### config.mk
export PLATFORM = sky130hd
export DESIGN_NAME = vga_copper
export DESIGN_NICKNAME = d
export VERILOG_FILES = /design/src/rtl/vga_copper_pkg.sv /design/src/rtl/vga_copper_list.sv /design/src/rtl/vga_copper.sv
export SDC_FILE = /design/constraint.sdc
export NUM_CORES = 1
export LEC_CHECK = 0
export CAP_MARGIN = 10
export CORE_UTILIZATION = 35
export DETAILED_ROUTE_END_ITERATION = 7
export SKIP_CTS_REPAIR_TIMING = 1
export SYNTH_ARGS = -nofsm -noshare
export SYNTH_HDL_FRONTEND = slang
export SYNTH_HIERARCHICAL = 1
export SYNTH_SLANG_ARGS = --single-unit
### constraint.sdc
create_clock -name clk -period 5.3 [get_ports clk]
set_input_delay 1.06 -clock clk [delete_from_list [all_inputs] [get_ports clk]]
set_output_delay 1.06 -clock clk [all_outputs]
set_load 0.03 [all_outputs]
### src/rtl/vga_copper_pkg.sv
// Shared types and constants for the raster-synchronised copper list.
package vga_copper_pkg;

    typedef enum logic [2:0] {
        StIdle,
        StHalt,
        StFetch,
        StWait,
        StExec
    } state_e;

    // Bit positions inside the CPU-visible 32-bit list word.
    localparam int unsigned LINE_LSB = 0;
    localparam int unsigned LINE_MSB = 9;
    localparam int unsigned ADDR_LSB = 16;
    localparam int unsigned VAL_LSB  = 24;
    localparam int unsigned END_BIT  = 31;

    localparam int unsigned ENTRY_LINE_W = LINE_MSB - LINE_LSB + 1;

    localparam logic [5:0] REG_BG_COLOR = 6'h30;
    localparam logic [5:0] REG_FG_COLOR = 6'h31;

    // 23-bit stored form of one command.
    typedef struct packed {
        logic                    last;
        logic [5:0]              value;
        logic [5:0]              addr;
        logic [ENTRY_LINE_W-1:0] line;
    } entry_t;

    function automatic logic is_color_reg(input logic [5:0] addr);
        return (addr == REG_BG_COLOR) || (addr == REG_FG_COLOR);
    endfunction

endpackage

### src/rtl/vga_copper_list.sv
// Copper command storage: one synchronous write port, one asynchronous read port.
module vga_copper_list
    import vga_copper_pkg::*;
#(
    parameter int unsigned ENTRIES = 8
) (
    input  logic                       clk,
    input  logic                       rst_n,
    input  logic                       wr_i,
    input  logic [$clog2(ENTRIES)-1:0] widx_i,
    input  entry_t                     wdata_i,
    input  logic [$clog2(ENTRIES)-1:0] ridx_i,
    output entry_t                     rdata_o
);

    entry_t mem_q [ENTRIES];

    always_ff @(posedge clk) begin
        if (!rst_n) begin
            mem_q <= '{default: '0};
        end else if (wr_i) begin
            mem_q[widx_i] <= wdata_i;
        end
    end

    // Read of the pre-edge contents gives the old entry on a same-cycle write.
    assign rdata_o = mem_q[ridx_i];

endmodule

### src/rtl/vga_copper.sv
// Replays a CPU-loaded (line, reg, value) list into the colour registers each frame.
// Optional end-of-list interrupt when VGA_COPPER_IRQ_EN is defined.
module vga_copper
    import vga_copper_pkg::*;
#(
    parameter int unsigned ENTRIES = 8,
    parameter int unsigned LINE_W  = 10
) (
    input  logic                       clk,
    input  logic                       rst_n,
    input  logic                       list_wr_i,
    input  logic [$clog2(ENTRIES)-1:0] list_idx_i,
    input  logic [31:0]                list_data_i,
    input  logic                       enable_i,
    input  logic                       cpu_reg_wr_i,
    input  logic [5:0]                 cpu_reg_addr_i,
    input  logic [5:0]                 cpu_reg_data_i,
    input  logic [LINE_W-1:0]          vga_y_i,
    input  logic                       vga_blank_i,
    input  logic                       frame_start_i,
    output logic                       reg_wr_o,
    output logic [5:0]                 reg_addr_o,
    output logic [5:0]                 reg_data_o,
    output logic                       busy_o,
    output logic [$clog2(ENTRIES)-1:0] ptr_o,
    output logic                       irq_o,
    input  logic                       irq_clr_i
);

    localparam int unsigned IdxW = $clog2(ENTRIES);
    localparam logic [IdxW-1:0] LastIdx = IdxW'(ENTRIES - 1);

    state_e          state_q, state_d;
    logic [IdxW-1:0] ptr_q, ptr_d;
    entry_t          entry_q, entry_d;
    entry_t          wr_entry, rd_entry;
    logic            line_hit, exec_fire, cop_wr;
    logic            reg_wr_q, reg_wr_d;
    logic [5:0]      reg_addr_q, reg_addr_d, reg_data_q, reg_data_d;

    assign wr_entry = '{
        last:  list_data_i[END_BIT],
        value: list_data_i[VAL_LSB+:6],
        addr:  list_data_i[ADDR_LSB+:6],
        line:  list_data_i[LINE_MSB:LINE_LSB]
    };

    logic unused_list_bits;
    assign unused_list_bits = ^{list_data_i[15:10], list_data_i[23:22], list_data_i[30]};

    vga_copper_list #(
        .ENTRIES(ENTRIES)
    ) u_list (
        .clk    (clk),
        .rst_n  (rst_n),
        .wr_i   (list_wr_i),
        .widx_i (list_idx_i),
        .wdata_i(wr_entry),
        .ridx_i (ptr_q),
        .rdata_o(rd_entry)
    );

    assign line_hit = vga_blank_i && (vga_y_i >= LINE_W'(entry_q.line));

    always_comb begin
        state_d   = state_q;
        ptr_d     = ptr_q;
        entry_d   = entry_q;
        exec_fire = 1'b0;
        if (!enable_i) begin
            state_d = StIdle;
        end else if (state_q != StIdle && frame_start_i) begin
            // Frame restart aborts whatever is in flight, including an EXEC write.
            ptr_d   = '0;
            state_d = StFetch;
        end else begin
            unique case (state_q)
                StIdle:  state_d = StHalt;
                StHalt:  state_d = StHalt;
                StFetch: begin
                    entry_d = rd_entry;
                    state_d = StWait;
                end
                StWait:  if (line_hit) state_d = StExec;
                StExec: begin
                    // A coincident CPU write takes the port; retry next cycle.
                    if (!cpu_reg_wr_i) begin
                        exec_fire = 1'b1;
                        if (entry_q.last || ptr_q == LastIdx) begin
                            state_d = StHalt;
                        end else begin
                            ptr_d   = ptr_q + 1'b1;
                            state_d = StFetch;
                        end
                    end
                end
                default: state_d = StIdle;
            endcase
        end
    end

    assign cop_wr = exec_fire && is_color_reg(entry_q.addr);

    always_comb begin
        reg_wr_d   = 1'b0;
        reg_addr_d = reg_addr_q;
        reg_data_d = reg_data_q;
        if (cpu_reg_wr_i) begin
            reg_wr_d   = 1'b1;
            reg_addr_d = cpu_reg_addr_i;
            reg_data_d = cpu_reg_data_i;
        end else if (cop_wr) begin
            reg_wr_d   = 1'b1;
            reg_addr_d = entry_q.addr;
            reg_data_d = entry_q.value;
        end
    end

    always_ff @(posedge clk) begin
        if (!rst_n) begin
            state_q    <= StIdle;
            ptr_q      <= '0;
            entry_q    <= '0;
            reg_wr_q   <= 1'b0;
            reg_addr_q <= '0;
            reg_data_q <= '0;
        end else begin
            state_q    <= state_d;
            ptr_q      <= ptr_d;
            entry_q    <= entry_d;
            reg_wr_q   <= reg_wr_d;
            reg_addr_q <= reg_addr_d;
            reg_data_q <= reg_data_d;
        end
    end

    assign reg_wr_o   = reg_wr_q;
    assign reg_addr_o = reg_addr_q;
    assign reg_data_o = reg_data_q;
    assign ptr_o      = ptr_q;
    assign busy_o     = (state_q == StFetch) || (state_q == StWait) || (state_q == StExec);

`ifdef VGA_COPPER_IRQ_EN
    logic irq_q;

    always_ff @(posedge clk) begin
        if (!rst_n) begin
            irq_q <= 1'b0;
        end else if (irq_clr_i) begin
            irq_q <= 1'b0;
        end else if (exec_fire && entry_q.last) begin
            irq_q <= 1'b1;
        end
    end

    assign irq_o = irq_q;
`else
    logic unused_irq_clr;
    assign unused_irq_clr = irq_clr_i;
    assign irq_o          = 1'b0;
`endif

endmodule

==> results.tsv <==
metric	value	unit
status	finished, final reports clean	
class of the worst hold path	reg2reg	
CP peak stage delay	0.96	ns
sequential share of the synthesized area	42.82	%
Post-synth ARST share	0	%
Clock Pin Slew Worst Setup and Hold Paths	0.06	ns
count of different cell masters after synthesis	47	
Filler cells	3035	
Syn Inst Count	1163	
IO Count	83	
Initial Util	35.65	%
critical path startpoint category	flip-flop	
main flop type after synthesis	dfxtp_1	
Top Family by Delay on Critical Path	flip-flops	
Net Count, Synth	1240	
post-synthesis average cell area	9.085	µm²
final core utilization	40.92	%
Die W	175.8	µm
static leakage	4.145	nW
drt pass-1 iters	5	
Post-Route WL	26860	µm
CTS Buf Count	25	
Cell Area, Synth	10570	µm²
crit share post-route	63.60	%
Post-synth EDFFs	0	
DP Area	11270	µm²
Final Max Slew Viols	0	
Fmax	0.2967	GHz
clock sink count	226	
Detail Placement HPWL	15430	µm
share of cells above drive strength 1	9.831	%
# setup viols final	0	
design area	12130	µm²
vias in the first global route	7506	
n_diodes	0	
Initial DRC Count	707	
Rows	63	
#FFs+latches synth	226	
WP data arrival	2.31	ns
Rel. slew slack	18.97	%
critical path, cell by cell	clkdlybuf4s50_1	
die area	30890	µm²
number of port buffers	71	
GP Congestion	0.7432	
largest net degree at the start of global routing	207	
DRC	0	
Tot Pwr	3.820	mW
Req. time, crit path	4.24	ns
initial antenna violation count	2	
Cell Pwr Density	315.0	nW/µm²
RSZ-0062 raised after global routing	no	
worst slew pin tran	1.216	ns
first-pass GRT wire length	42560	µm
most common cell after layout, fill and taps aside	nand2_1	
area delta synth->final	14.78	%
synth warn	6	
Fin Clk Skew	0.01192	ns
Setup TNS	0	ns
Peak VDD IR	0.2099	mV
routed len/inst	17.11	µm
final critical-path required period	3.371	ns
core area	29640	µm²
Antenna Violating Nets Remaining	0	
CTS tree	done	
Worst Path Max Fanout	30	
CP endpoint kind	output port	
Buffers & Inverters on Critical Path	1	
Die H	175.8	µm
root buf cell	clkbuf_16	
critical path class	reg2out	
H-tree levels	1	
Clock Path Buffers	3	
GRT Total Usage	17.48	%
drt via density	5.038	
commonest cells after routing, fill and taps aside	424 x nand2_1, 224 x dfxtp_1, 150 x a21boi_0, 70 x clkdlybuf4s50_1, 62 x a21boi_1	
gr ovfl total	0	
MaxCap Viol Count	0	
clock latency at the later pin of the worst-skew pair	0.52	ns
DR vias	7910	
CP max stage cell	dfxtp_2	
nets	1240	
Fin. Hold Viols	0	
Hold WS	0.4484	ns
R2R setup slack	2.51	ns
-- state kept, by name, indices dropped and copies added, names as in the netlist --
| name | flops |
|---|---|
| state_q | 3 |
| u_list/mem_q | 184 |
| reg_data_o | 6 |
| entry_q | 23 |
| ptr_o | 3 |
| reg_wr_o | 1 |
| reg_addr_o | 6 |
-- cell families after synthesis --
kind of cell,Yosys count,share of synthesized area (%)
flip-flops,226,42.82
AO/OA/AOI/OAI,251,17.28
other,1,0.03549
buffers and inverters,125,6.465
multiplexers,76,13.49
adder cells (fa/ha/maj),12,1.421
AND/OR/NAND/NOR,472,18.50
-- per-layer routing --
layer	part of all wire [%]	vias to the layer above	routed length (µm)	track usage, %
met3	5.2	41	1384	2.554
met1	47	3757	12750	24.09
met2	45	184	12220	28.75
li1	-	3924	-	-
met4	1.8	4	481	3.986
met5	0.10	-	27	0
-- synthesized netlist by cell type, drive strengths merged, types with 2 or more instances --
cell type | instances | area (µm²)
mux2 | 23 | 259.0
o21a | 3 | 22.52
o21ai | 10 | 50.05
nor3 | 2 | 10.01
nor2 | 8 | 37.54
mux4 | 46 | 1096
and3 | 3 | 18.77
dfxtp | 226 | 4524
nor3b | 2 | 15.01
nand4b | 3 | 26.28
mux2i | 7 | 70.07
nand2b | 2 | 12.51
and2 | 2 | 12.51
nand4 | 4 | 25.02
nand4bb | 3 | 33.78
clkbuf | 38 | 142.6
nand3 | 5 | 25.02
o31a | 2 | 17.52
and4bb | 3 | 37.53
a21o | 2 | 15.01
a21boi | 212 | 1592
o22ai | 3 | 18.77
inv | 12 | 45.04
and4b | 3 | 30.03
and4 | 2 | 17.52
ha | 12 | 150.1
nand2 | 424 | 1592
buf | 75 | 495.5
a21oi | 15 | 75.07
-- power by group --
group          switching (mW)  internal, mW
registers              0.0220          1.74
clock network           0.679          1.11
logic                   0.148         0.123
-- cell type report --
cell class / instances / area [µm²] / area share (%)
Multi-Input combinational cell: 812 / 5374 / 44.31
Clock inverter: 3 / 65.06 / 0.5365
Tap cell: 390 / 488.0 / 4.024
Sequential cell: 226 / 4527 / 37.33
Inverter: 12 / 45.04 / 0.3714
Timing Repair Buffer: 86 / 833.3 / 6.871
Clock buffer: 41 / 795.8 / 6.561
-- path summary, 6_finish.rpt --
path / startpoint / end / cells after the start
worst max-delay path: ptr_o[0] / ptr_o[0] / 1
worst min-delay path: u_list/mem_q[79] / u_list/mem_q[79] / 2
worst max register to register: ptr_o[0] / entry_q[6] / 5
worst min register to register: u_list/mem_q[79] / u_list/mem_q[79] / 2
-- stage by stage --
step,worst slack [ns],std cells
CTS,1.847,1570
floorplan,2.985,1163
global placement,1.976,1526
detailed placement,1.942,1526
finish,1.929,1570
global route,1.791,1570
(Power assumes the default switching activity.)
